## src/rtl/jt12_wrq_pkg.sv

```systemverilog
// Shared definitions for the jt12_wr_queue register-write sequencer:
// FSM state codes, queued entry layout and the YM2612 busy-bit index.
package jt12_wrq_pkg;

    localparam int ENTRY_W     = 17;
    localparam int DATA_LSB    = 0;
    localparam int REG_LSB     = 8;
    localparam int BANK_BIT    = 16;
    localparam int YM_BUSY_BIT = 7;

    localparam logic [2:0] ST_IDLE  = 3'd0;
    localparam logic [2:0] ST_A_WR  = 3'd1;
    localparam logic [2:0] ST_A_GAP = 3'd2;
    localparam logic [2:0] ST_D_WR  = 3'd3;
    localparam logic [2:0] ST_WAIT  = 3'd4;
    localparam logic [2:0] ST_S_RD  = 3'd5;
    localparam logic [2:0] ST_S_CHK = 3'd6;

    typedef struct packed {
        logic       bank;
        logic [7:0] addr;
        logic [7:0] data;
    } wrq_entry_t;

    function automatic wrq_entry_t wrq_pack(input logic bank, input logic [7:0] addr,
                                            input logic [7:0] data);
        logic [ENTRY_W-1:0] raw;
        raw                  = {ENTRY_W{1'b0}};
        raw[BANK_BIT]        = bank;
        raw[REG_LSB +: 8]    = addr;
        raw[DATA_LSB +: 8]   = data;
        return wrq_entry_t'(raw);
    endfunction

endpackage

```

## src/rtl/jt12_wr_queue_if.sv

```systemverilog
// Host write-request channel of jt12_wr_queue: valid/ready plus the
// {bank, register, data} payload.
interface jt12_wr_queue_if;

    logic       wr_valid;
    logic       wr_ready;
    logic       wr_bank;
    logic [7:0] wr_reg;
    logic [7:0] wr_data;

    modport master (output wr_valid, output wr_bank, output wr_reg, output wr_data,
                    input  wr_ready);

    modport slave  (input  wr_valid, input  wr_bank, input  wr_reg, input  wr_data,
                    output wr_ready);

endinterface

```

## src/rtl/jt12_wrq_fifo.sv

```systemverilog
// Request FIFO for jt12_wr_queue: DEPTH x 17-bit storage with wrap-bit
// pointers; flush clears both pointers and beats a simultaneous push.
module jt12_wrq_fifo
    import jt12_wrq_pkg::*;
#(
    parameter  int DEPTH = 16,
    localparam int AW    = $clog2(DEPTH)
)(
    input  logic        clk,
    input  logic        rst_n,
    input  logic        flush_i,
    input  logic        push_i,
    input  wrq_entry_t  din_i,
    input  logic        pop_i,
    output wrq_entry_t  dout_o,
    output logic        full_o,
    output logic        empty_o,
    output logic [AW:0] level_o
);

    wrq_entry_t  mem_q [DEPTH];
    logic [AW:0] wr_ptr_q, wr_ptr_d;
    logic [AW:0] rd_ptr_q, rd_ptr_d;
    logic        push_s;
    logic        pop_s;

    assign empty_o = (wr_ptr_q == rd_ptr_q);
    assign full_o  = (wr_ptr_q[AW] != rd_ptr_q[AW]) &&
                     (wr_ptr_q[AW-1:0] == rd_ptr_q[AW-1:0]);
    assign level_o = wr_ptr_q - rd_ptr_q;
    assign dout_o  = mem_q[rd_ptr_q[AW-1:0]];

    assign push_s  = push_i && !full_o && !flush_i;
    assign pop_s   = pop_i && !empty_o;

    // Pointer next-state: flush clears, otherwise advance on push/pop.
    always_comb begin
        wr_ptr_d = wr_ptr_q;
        rd_ptr_d = rd_ptr_q;
        if (flush_i) begin
            wr_ptr_d = {(AW+1){1'b0}};
            rd_ptr_d = {(AW+1){1'b0}};
        end else begin
            if (push_s) begin
                wr_ptr_d = wr_ptr_q + {{AW{1'b0}}, 1'b1};
            end else begin
                wr_ptr_d = wr_ptr_q;
            end
            if (pop_s) begin
                rd_ptr_d = rd_ptr_q + {{AW{1'b0}}, 1'b1};
            end else begin
                rd_ptr_d = rd_ptr_q;
            end
        end
    end

    // Pointer registers.
    always_ff @(posedge clk or negedge rst_n) begin
        if (!rst_n) begin
            wr_ptr_q <= {(AW+1){1'b0}};
            rd_ptr_q <= {(AW+1){1'b0}};
        end else begin
            wr_ptr_q <= wr_ptr_d;
            rd_ptr_q <= rd_ptr_d;
        end
    end

    // Entry storage; contents are only meaningful between the pointers.
    always_ff @(posedge clk) begin
        if (push_s) begin
            mem_q[wr_ptr_q[AW-1:0]] <= din_i;
        end
    end

endmodule

```

## src/rtl/jt12_wr_queue.sv

```systemverilog
// YM2612 register-write sequencer: queues {bank, reg, data} requests and
// replays them as paced address/data bus writes. Optional macro
// JT12_WRQ_BUSYPOLL_EN replaces the fixed post-write wait with busy polling.
module jt12_wr_queue
    import jt12_wrq_pkg::*;
#(
    parameter int DEPTH    = 16,
    parameter int STB      = 2,
    parameter int GAP      = 2,
    parameter int WAIT_CYC = 192,
    parameter int POLL_MAX = 255
)(
    input  logic                     clk,
    input  logic                     rst_n,
    input  logic                     cen_i,
    input  logic                     flush_i,
    jt12_wr_queue_if.slave           wr,
    output logic [$clog2(DEPTH):0]   level_o,
    output logic                     idle_o,
    output logic                     timeout_o,
    output logic [1:0]               ym_addr_o,
    output logic [7:0]               ym_din_o,
    output logic                     ym_cs_n_o,
    output logic                     ym_wr_n_o,
    input  logic [7:0]               ym_dout_i
);

    localparam int MAX_SG = (STB > GAP) ? STB : GAP;
    localparam int MAX_C  = (MAX_SG > WAIT_CYC) ? MAX_SG : WAIT_CYC;
    localparam int CNT_W  = $clog2(MAX_C) + 1;

    logic [2:0]       state_q, state_d;
    logic [CNT_W-1:0] cnt_q, cnt_d;
    logic             cs_n_q, cs_n_d;
    logic             wr_n_q, wr_n_d;
    logic [1:0]       addr_q, addr_d;
    logic [7:0]       din_q, din_d;
    logic [7:0]       data_q, data_d;
    logic             bank_q, bank_d;
    logic             pop_s;
    logic             full_s;
    logic             empty_s;
    logic             cnt_zero_s;
    wrq_entry_t       head_s;
    wrq_entry_t       push_ent_s;

`ifdef JT12_WRQ_BUSYPOLL_EN
    localparam int PW = $clog2(POLL_MAX + 1);
    logic          busy_q, busy_d;
    logic [PW-1:0] poll_q, poll_d;
    logic          timeout_q, timeout_d;
    logic [6:0]    dout_unused_s;
    assign dout_unused_s = ym_dout_i[6:0];
    assign timeout_o     = timeout_q;
`else
    logic          dout_unused_s;
    assign dout_unused_s = ^ym_dout_i;
    assign timeout_o     = 1'b0;
`endif

    assign push_ent_s = wrq_pack(wr.wr_bank, wr.wr_reg, wr.wr_data);

    jt12_wrq_fifo #(.DEPTH(DEPTH)) u_fifo (
        .clk     (clk),
        .rst_n   (rst_n),
        .flush_i (flush_i),
        .push_i  (wr.wr_valid),
        .din_i   (push_ent_s),
        .pop_i   (pop_s),
        .dout_o  (head_s),
        .full_o  (full_s),
        .empty_o (empty_s),
        .level_o (level_o)
    );

    assign wr.wr_ready = !full_s;
    assign idle_o      = empty_s && (state_q == ST_IDLE);
    assign cnt_zero_s  = (cnt_q == {CNT_W{1'b0}});
    assign ym_addr_o   = addr_q;
    assign ym_din_o    = din_q;
    assign ym_cs_n_o   = cs_n_q;
    assign ym_wr_n_o   = wr_n_q;

    // Sequencer next-state: every stage counter loads N-1 and leaves at 0.
    always_comb begin
        state_d = state_q;
        cnt_d   = cnt_q;
        cs_n_d  = cs_n_q;
        wr_n_d  = wr_n_q;
        addr_d  = addr_q;
        din_d   = din_q;
        data_d  = data_q;
        bank_d  = bank_q;
        pop_s   = 1'b0;
`ifdef JT12_WRQ_BUSYPOLL_EN
        busy_d    = busy_q;
        poll_d    = poll_q;
        timeout_d = timeout_q;
`endif
        if (cen_i) begin
            case (state_q)
                ST_IDLE: begin
                    if (!empty_s) begin
                        pop_s   = 1'b1;
                        state_d = ST_A_WR;
                        cnt_d   = CNT_W'(STB - 1);
                        cs_n_d  = 1'b0;
                        wr_n_d  = 1'b0;
                        addr_d  = {head_s.bank, 1'b0};
                        din_d   = head_s.addr;
                        data_d  = head_s.data;
                        bank_d  = head_s.bank;
                    end else begin
                        state_d = ST_IDLE;
                    end
                end
                ST_A_WR: begin
                    if (cnt_zero_s) begin
                        state_d = ST_A_GAP;
                        cnt_d   = CNT_W'(GAP - 1);
                        cs_n_d  = 1'b1;
                        wr_n_d  = 1'b1;
                    end else begin
                        cnt_d = cnt_q - {{(CNT_W-1){1'b0}}, 1'b1};
                    end
                end
                ST_A_GAP: begin
                    if (cnt_zero_s) begin
                        state_d = ST_D_WR;
                        cnt_d   = CNT_W'(STB - 1);
                        cs_n_d  = 1'b0;
                        wr_n_d  = 1'b0;
                        addr_d  = {bank_q, 1'b1};
                        din_d   = data_q;
                    end else begin
                        cnt_d = cnt_q - {{(CNT_W-1){1'b0}}, 1'b1};
                    end
                end
                ST_D_WR: begin
                    if (cnt_zero_s) begin
                        cs_n_d = 1'b1;
                        wr_n_d = 1'b1;
`ifdef JT12_WRQ_BUSYPOLL_EN
                        // A release cycle precedes the first status read.
                        state_d = ST_S_CHK;
                        busy_d  = 1'b1;
                        poll_d  = {PW{1'b0}};
`else
                        state_d = ST_WAIT;
                        cnt_d   = CNT_W'(WAIT_CYC - 1);
`endif
                    end else begin
                        cnt_d = cnt_q - {{(CNT_W-1){1'b0}}, 1'b1};
                    end
                end
`ifdef JT12_WRQ_BUSYPOLL_EN
                ST_S_RD: begin
                    if (cnt_zero_s) begin
                        state_d = ST_S_CHK;
                        cs_n_d  = 1'b1;
                        busy_d  = ym_dout_i[YM_BUSY_BIT];
                        if (ym_dout_i[YM_BUSY_BIT]) begin
                            poll_d = poll_q + {{(PW-1){1'b0}}, 1'b1};
                        end else begin
                            poll_d = poll_q;
                        end
                    end else begin
                        cnt_d = cnt_q - {{(CNT_W-1){1'b0}}, 1'b1};
                    end
                end
                ST_S_CHK: begin
                    if (!busy_q) begin
                        state_d = ST_IDLE;
                    end else if (poll_q == PW'(POLL_MAX)) begin
                        state_d   = ST_IDLE;
                        timeout_d = 1'b1;
                    end else begin
                        state_d = ST_S_RD;
                        cnt_d   = CNT_W'(STB - 1);
                        cs_n_d  = 1'b0;
                        wr_n_d  = 1'b1;
                        addr_d  = 2'd0;
                    end
                end
`else
                ST_WAIT: begin
                    if (cnt_zero_s) begin
                        state_d = ST_IDLE;
                    end else begin
                        cnt_d = cnt_q - {{(CNT_W-1){1'b0}}, 1'b1};
                    end
                end
`endif
                default: begin
                    state_d = ST_IDLE;
                    cs_n_d  = 1'b1;
                    wr_n_d  = 1'b1;
                end
            endcase
        end else begin
            state_d = state_q;
        end
`ifdef JT12_WRQ_BUSYPOLL_EN
        if (flush_i) begin
            timeout_d = 1'b0;
        end else begin
            timeout_d = timeout_d;
        end
`endif
    end

    // Sequencer and bus-driver registers; reset drops any access in flight.
    always_ff @(posedge clk or negedge rst_n) begin
        if (!rst_n) begin
            state_q <= ST_IDLE;
            cnt_q   <= {CNT_W{1'b0}};
            cs_n_q  <= 1'b1;
            wr_n_q  <= 1'b1;
            addr_q  <= 2'd0;
            din_q   <= 8'd0;
            data_q  <= 8'd0;
            bank_q  <= 1'b0;
        end else begin
            state_q <= state_d;
            cnt_q   <= cnt_d;
            cs_n_q  <= cs_n_d;
            wr_n_q  <= wr_n_d;
            addr_q  <= addr_d;
            din_q   <= din_d;
            data_q  <= data_d;
            bank_q  <= bank_d;
        end
    end

`ifdef JT12_WRQ_BUSYPOLL_EN
    // Busy-poll bookkeeping registers.
    always_ff @(posedge clk or negedge rst_n) begin
        if (!rst_n) begin
            busy_q    <= 1'b0;
            poll_q    <= {PW{1'b0}};
            timeout_q <= 1'b0;
        end else begin
            busy_q    <= busy_d;
            poll_q    <= poll_d;
            timeout_q <= timeout_d;
        end
    end
`endif

endmodule

```

## src/flat_wrapper.sv

```systemverilog
// flat-port wrapper written by rule: the top's interface ports become plain ports
module jt12_wr_queue_flat import jt12_wrq_pkg::*;
#(
    parameter int DEPTH    = 16,
    parameter int STB      = 2,
    parameter int GAP      = 2,
    parameter int WAIT_CYC = 192,
    parameter int POLL_MAX = 255
)
  (clk, rst_n, cen_i, flush_i, level_o, idle_o, timeout_o, ym_addr_o, ym_din_o, ym_cs_n_o, ym_wr_n_o, ym_dout_i, wr_wr_valid, wr_wr_bank, wr_wr_reg, wr_wr_data, wr_wr_ready);
  jt12_wr_queue_if wr_i ();
  input  logic clk;
  input  logic rst_n;
  input  logic cen_i;
  input  logic flush_i;
  output logic [$clog2(DEPTH):0] level_o;
  output logic idle_o;
  output logic timeout_o;
  output logic [1:0] ym_addr_o;
  output logic [7:0] ym_din_o;
  output logic ym_cs_n_o;
  output logic ym_wr_n_o;
  input  logic [7:0] ym_dout_i;
  input wire logic [$bits(wr_i.wr_valid)-1:0] wr_wr_valid;
  input wire logic [$bits(wr_i.wr_bank)-1:0] wr_wr_bank;
  input wire logic [$bits(wr_i.wr_reg)-1:0] wr_wr_reg;
  input wire logic [$bits(wr_i.wr_data)-1:0] wr_wr_data;
  output wire logic [$bits(wr_i.wr_ready)-1:0] wr_wr_ready;
  assign wr_i.wr_valid = wr_wr_valid;
  assign wr_i.wr_bank = wr_wr_bank;
  assign wr_i.wr_reg = wr_wr_reg;
  assign wr_i.wr_data = wr_wr_data;
  assign wr_wr_ready = wr_i.wr_ready;
  jt12_wr_queue #(.DEPTH(DEPTH), .STB(STB), .GAP(GAP), .WAIT_CYC(WAIT_CYC), .POLL_MAX(POLL_MAX)) u_core (.clk(clk), .rst_n(rst_n), .cen_i(cen_i), .flush_i(flush_i), .wr(wr_i), .level_o(level_o), .idle_o(idle_o), .timeout_o(timeout_o), .ym_addr_o(ym_addr_o), .ym_din_o(ym_din_o), .ym_cs_n_o(ym_cs_n_o), .ym_wr_n_o(ym_wr_n_o), .ym_dout_i(ym_dout_i));
endmodule
```

## config.mk

```make
export PLATFORM = sky130hd
export DESIGN_NAME = jt12_wr_queue_flat
export DESIGN_NICKNAME = d
export VERILOG_FILES = /design/src/rtl/jt12_wrq_pkg.sv /design/src/rtl/jt12_wr_queue_if.sv /design/src/rtl/jt12_wrq_fifo.sv /design/src/rtl/jt12_wr_queue.sv /design/src/flat_wrapper.sv
export SDC_FILE = /design/constraint.sdc
export NUM_CORES = 1
export LEC_CHECK = 0
export BUFFER_PORTS_ARGS = -buffer_cell sky130_fd_sc_hd__buf_2
export CORE_ASPECT_RATIO = 0.9
export CORE_MARGIN = 3
export CORE_UTILIZATION = 55
export DETAILED_ROUTE_END_ITERATION = 10
export PLACE_DENSITY = 0.83
export SYNTH_ARGS = -nofsm -noshare
export SYNTH_HDL_FRONTEND = slang
export SYNTH_SLANG_ARGS = --single-unit
```

## constraint.sdc

```tcl
create_clock -name clk -period 4.2 [get_ports clk]
set_input_delay 0.42 -clock clk [delete_from_list [all_inputs] [get_ports clk]]
set_output_delay 0.42 -clock clk [all_outputs]
set_load 0.01 [all_outputs]
```

Word level (Yosys, flattened, before mapping)
Memories as Yosys holds them, arrays and structs flattened.
Index checks and enable logic that the tools add are counted.
{ "word_totals": {"register_bits": 42, "ramBits": 272, "input_bits": 30, "output_inout_bits": 20, "word_cells": 81, "n_memories": 1} }
{ "classes": {"add_sub_neg": 4, "eq_ne": 14, "muxes": 30, "bitwise": 2, "reduce_logical": 21} }
{ "mem_list": {"columns": ["memory", "depth", "word_bits", "read_ports", "rd_clocked_by_memory_dff", "write_ports", "line_no", "rtl"], "rows": [
  ["u_core.u_fifo.mem_q", 16, 17, 1, 0, 1, "jt12_wrq_fifo.sv:21", "wrq_entry_t mem_q [DEPTH];"]
]} }
{ "ops": {"columns": ["op", "n"], "rows": [
  ["9-bit two-way mux", 4],
  ["9-bit one-hot mux with 4 select lines", 1],
  ["5-bit two-way mux", 4],
  ["8-bit two-way mux", 2],
  ["8-bit one-hot mux with 2 select lines", 1],
  ["3-bit one-hot mux with 5 select lines", 1],
  ["3-bit two-way mux", 4],
  ["5-bit by 1-bit adder with 5-bit output, second input constant", 2],
  ["2-bit by 1-bit inequality test with 1-bit output, second input constant", 5],
  ["5-bit AND reduction", 2],
  ["9-bit logical NOT", 1],
  ["1-bit two-way mux", 9],
  ["9-bit by 1-bit subtractor with 9-bit output, second input constant", 1],
  ["4-bit AND reduction", 2],
  ["3-bit by 2-bit equality test with 1-bit output, second input constant", 2],
  ["2-bit nonzero test", 3],
  ["5-bit equality test", 1],
  ["1-bit logical AND", 5],
  ["5-bit subtractor", 1],
  ["4-bit equality test", 1],
  ["2-bit two-way mux", 2],
  ["2-bit inequality test, second input constant", 2],
  ["1-bit one-hot mux with 4 select lines", 1],
  ["2-bit one-hot mux with 2 select lines", 1],
  ["9 further kinds", 13]
]} }

Longest topological paths before layout
{ "logic_depth": {"depth_word": 7, "ltp_mapped": 11, "ltp_nobuf": 7} }

Hierarchy
Synthesis repeated with hierarchy kept, for this count alone.
{ "unflattened": {"hier_cells": 716, "hier_area_um2": 12846.1} }
{ "by_module_without_submodules": {"columns": ["mod", "instances", "cells_each", "area_per_inst_um2", "seq_area_each_um2"], "rows": [
  ["jt12_wrq_fifo", 1, 554, 11149.4, 8418.1],
  ["jt12_wr_queue", 1, 162, 1696.6, 802.0]
]} }

Worst setup path after synthesis
Ideal clock, no wire load.
{ "synth_timing": {"path_type": "reg2reg", "startpoint": "reg u_core.u_fifo.rd_ptr_q[3]", "endpoint": "mem u_core.u_fifo.mem_q[1][0] in the netlist's numbering (enable)", "setup_time_ns": 0.412, "arrival_time_ns": 3.559, "t_required_ns": 3.788, "slack_ns": 0.229, "path_stages_with_launch": 11, "n_path_buf": 3, "synth_period_minus_slack_ns": 3.971, "cell_sequence": "dfrtp_1 > clkbuf_1 > inv_1 > buf_2 > buf_2 > ha_1 > and4_1 > a21boi_1 > nor2b_1 > nand2_1 > nor3_1"} }
{ "synth_via": {"elab_chain_cells": 7} }
{ "synth_rtl": {"columns": ["element", "line_no", "rtl"], "rows": [
  ["from (decl)", "jt12_wrq_fifo.sv:23", "logic [AW:0] rd_ptr_q, rd_ptr_d;"],
  ["from (signal assigned)", "jt12_wrq_fifo.sv:61", "rd_ptr_q <= {(AW+1){1'b0}};"],
  ["from (signal assigned)", "jt12_wrq_fifo.sv:64", "rd_ptr_q <= rd_ptr_d;"],
  ["4-bit equality test", "jt12_wrq_fifo.sv:29", "(wr_ptr_q[AW-1:0] == rd_ptr_q[AW-1:0]);"],
  ["1-bit logical AND", "jt12_wrq_fifo.sv:28", "assign full_o = (wr_ptr_q[AW] != rd_ptr_q[AW]) &&"],
  ["1-bit logical NOT", "jt12_wrq_fifo.sv:33", "assign push_s = push_i && !full_o && !flush_i;"],
  ["1-bit logical AND (2 in a row)", "jt12_wrq_fifo.sv:33", null],
  ["1-bit two-way mux", "jt12_wrq_fifo.sv:70", "if (push_s) begin"],
  ["1-bit two-way mux (not written as such)", "jt12_wrq_fifo.sv:71", "mem_q[wr_ptr_q[AW-1:0]] <= din_i;"],
  ["to (decl)", "jt12_wrq_fifo.sv:21", null]
]} }
Every way passes these cells.

Final worst setup path
{ "layout_timing": {"startpoint": "reg u_core.u_fifo.rd_ptr_q[2]", "endpoint": "mem u_core.u_fifo.mem_q[9][13] in the netlist's numbering (enable)"} }
Same word-level chain as after synthesis.

==> summary.txt <==
Setup path
  – WP data arrival: 3.67 ns
  – Crit path required time: 4.41 ns
  – Largest stage delay, worst path: 0.65 ns
  – CP max stage cell: dfrtp_1
  – R2R Setup Slk: 0.75 ns
  – CP Capture Type: flop
  – Crit start category: flop
  – Worst Setup Path Type: reg -> reg
  – Cell family with most CP delay: simple AND/OR/NAND/NOR gates
  – Critical-path cell list: inv_1, ha_1, and4_1, a21boi_1, nor2b_1, nand2_1, nor2_2, buf_4
  – WP buf/inv: 2
  – Crit-path max FO: 17

Global routing
  – Initial antenna violation count: 0
  – GRT Total Usage: 22.37%
  – Vias in the first global route: 7003
  – First-pass GRT wire length: 42410 µm
  – Largest net degree at the start of global routing: 64
  – Grt total ovfl: 0

Detailed routing
  – Via-per-instance ratio: 6.472
  – Met1 Wirelength: 11090 µm
  – Top layer in use: met4
  – Met2 wire length: 13460 µm
  – DR WL met3: 2492 µm
  – DRC violations left: 0
  – Detailed-route via count: 6964
  – WL per Instance: 25.86 µm
  – DR pass1 iterations: 5
  – Starting DRC count in detailed routing: 942
  – Drt total wl: 27830 µm
  – Post-DRT Antenna Nets: 0

Finish
  – Filler cell count: 1472
  – Most frequent cells in the layout: edfxtp_1, mux4_2, buf_2, dfrtp_1, nand2_1
  – Commonest non-fill, non-tap cell in the layout: edfxtp_1
  – Layout Area Growth over Synthesis: 12.32%
  – Area of the multi-input gates: 0.003279 mm²
  – Nets@finish: 798
  – Fin util: 63.01%
  – Layout cells sized above 1: 24.52%
  – Diode count: 0
  – Storage cell area: 0.009225 mm²

Floorplan
  – Die ar.: 0.02489 mm²
  – Starting Density: 56.10%
  – I/O Pins: 50
  – Die height: 150.0 µm
  – Die X: 166.0 µm
  – Placeable Area: 0.02258 mm²
  – Placement Rows: 52

Timing
  – Slew headroom: 34.78%
  – Slew @ Worst Pin: 0.9746 ns
  – RSZ-0062 raised after global routing: false
  – Clk_skew: 0.01364 ns
  – Number of hold violations in the final report: 0
  – Achievable Freq: 289.5 MHz
  – Crit share post-route: 82.26%
  – Max-slew violations: 0
  – # setup viols final: 0
  – Period minus WS final: 3.455 ns
  – TNS Setup: 0 ns

Yosys
  – Post-synthesis sequential area ratio: 72.79%
  – Asr flop ratio synth: 13.38%
  – Top_reg_cell synth: edfxtp_1
  – Synth Net Count: 736
  – Synth Instances: 695
  – Count of unique library cells instantiated by Yosys: 62
  – Avg Synthesized Cell Area: 18.22 µm²
  – Number of synthesized flops with an enable pin: 272
  – Yosys Warn Count: 0
  – Synthesis-stage register bit count: 314
  – Mapped Area: 0.01267 mm²

Hold path
  – Hold crit path type: in -> async

Clock network
  – Clock buffer count from CTS: 28
  – H-tree Lvls: 1
  – Hold-fix buffer count after cts: 0
  – Clock buffer depth: 3
  – Root buf cell: clkbuf_16
  – Post-CTS Resized: 0
  – Worst-path clk slew: 0.06 ns
  – Clk sink count: 314
  – CTS tree: built
  – Setup bufs post-CTS: 0
  – Clk Latency, worst-skew pair: 0.55 ns

Power and ir drop
  – Max IR drop VDD: 0.0004356 V
  – Net Sw Frac: 25.30%
  – Power share of the clock group: 34.7%
  – Switch Pwr: 0.001831 W
  – Lkg Pwr: 4.872 nW
  – Pwr dens: 508.8 mW/mm²
  – Comb power frac: 13.6%
  – Sequential share of power: 51.6%
  – Pint: 0.005407 W

Placed design
  – Gpl congestion: 0.8335
  – Final HPWL from detailed placement: 15990 µm
  – # port buffers: 40

Job
  – Max cap viols: 0

Status
  – Status: completed
## per-layer routing
layer / vias up / GRT usage (%)
li1: 2909 / -
met1: 3561 / 31.75
met2: 425 / 36.41
met3: 69 / 4.015
met4: 0 / 6.445
met5: - / 0
## synth_stat cells, drive strengths merged, types with 4 or more instances
cell type	number	share of area (%)
a21o	4	0.24
o221ai	8	0.55
nand2	38	1.1
a21oi	10	0.40
o21ai	12	0.47
o31ai	10	0.59
a221oi	8	0.55
nand2b	6	0.30
a211o	10	0.69
xnor2	9	0.62
xor2	4	0.28
mux4	60	11
inv	12	0.36
nor3	7	0.28
nor2	46	1.4
a211oi	4	0.28
ha	10	0.99
dfrtp	41	8.1
buf	19	0.88
nand4	4	0.20
o22ai	8	0.40
mux2i	33	2.6
clkbuf	16	0.47
edfxtp	272	64
## logic make-up after synthesis
| group | after synthesis | synth area share (%) |
|---|---|---|
| AND/OR/NAND/NOR | 124 | 4.771 |
| buffers and inverters | 47 | 1.709 |
| other | 1 | 0.02961 |
| flip-flops | 314 | 72.79 |
| adder cells (fa/ha/maj) | 11 | 1.146 |
| AO/OA/AOI/OAI | 92 | 5.374 |
| XOR/XNOR | 13 | 0.8989 |
| multiplexers | 93 | 13.28 |
## metrics by stage
stage / hold slack (ns) / total power, W / setup slack, ns / instances / instance area, µm²
finish: 0.03523 / 0.007238 / 0.7452 / 1076 / 14230
global route: 0.09329 / 0.007494 / 0.5782 / 1076 / 14230
CTS: 0.05694 / 0.007261 / 0.7965 / 1076 / 14230
detailed placement: 0.4698 / 0.004748 / 0.8883 / 1024 / 13320
global placement: 0.4647 / 0.004685 / 1.083 / 1024 / 13320
floorplan: 0.1244 / 0.004428 / 0.2289 / 695 / 12670
## cell type report
| type | instances | share of cell area [%] |
|---|---|---|
| clock buffer | 38 | 5.259 |
| clock inverter | 14 | 1.082 |
| tap | 297 | 2.612 |
| sequential | 314 | 64.85 |
| multi-input combinational | 334 | 23.05 |
| timing repair buffer | 67 | 2.832 |
| inverter | 12 | 0.3166 |
## flip-flops by register name (all words and copies together), names as in the netlist
register and count:
u_core.ym_cs_n_o 1, u_core.u_fifo.mem_q 272, u_core.state_q 3, u_core.bank_q 1
u_core.u_fifo.wr_ptr_q 5, u_core.u_fifo.rd_ptr_q 5, u_core.ym_addr_o 2, u_core.data_q 8
u_core.ym_din_o 8, u_core.cnt_q 9
## power groups by stage
stage	sequential, W	clock [W]	combinational [W]
after floorplan	0.00374	0	0.000685
after global placement	0.00377	0	0.000911
after detailed placement	0.00379	0	0.000961
after CTS	0.00373	0.00255	0.000983
after global routing	0.00375	0.00266	0.00108
final	0.00374	0.00252	0.000987
## path summary, 6_finish.rpt
path | start | end | cells after the start
setup reg to reg | u_core.u_fifo.rd_ptr_q[2] | u_core.u_fifo.mem_q[9][13] | 8
min in group clk | flush_i | u_core.u_fifo.rd_ptr_q[1] | 2
hold reg to reg | u_core.bank_q | u_core.bank_q | 1
hold / removal | rst_n | u_core.cnt_q[3] | 1
setup / recovery | u_core.u_fifo.rd_ptr_q[2] | u_core.u_fifo.mem_q[9][13] | 8
max in group asynchronous | rst_n | u_core.u_fifo.rd_ptr_q[0] | 1
Power figures use the tool's default switching activity.
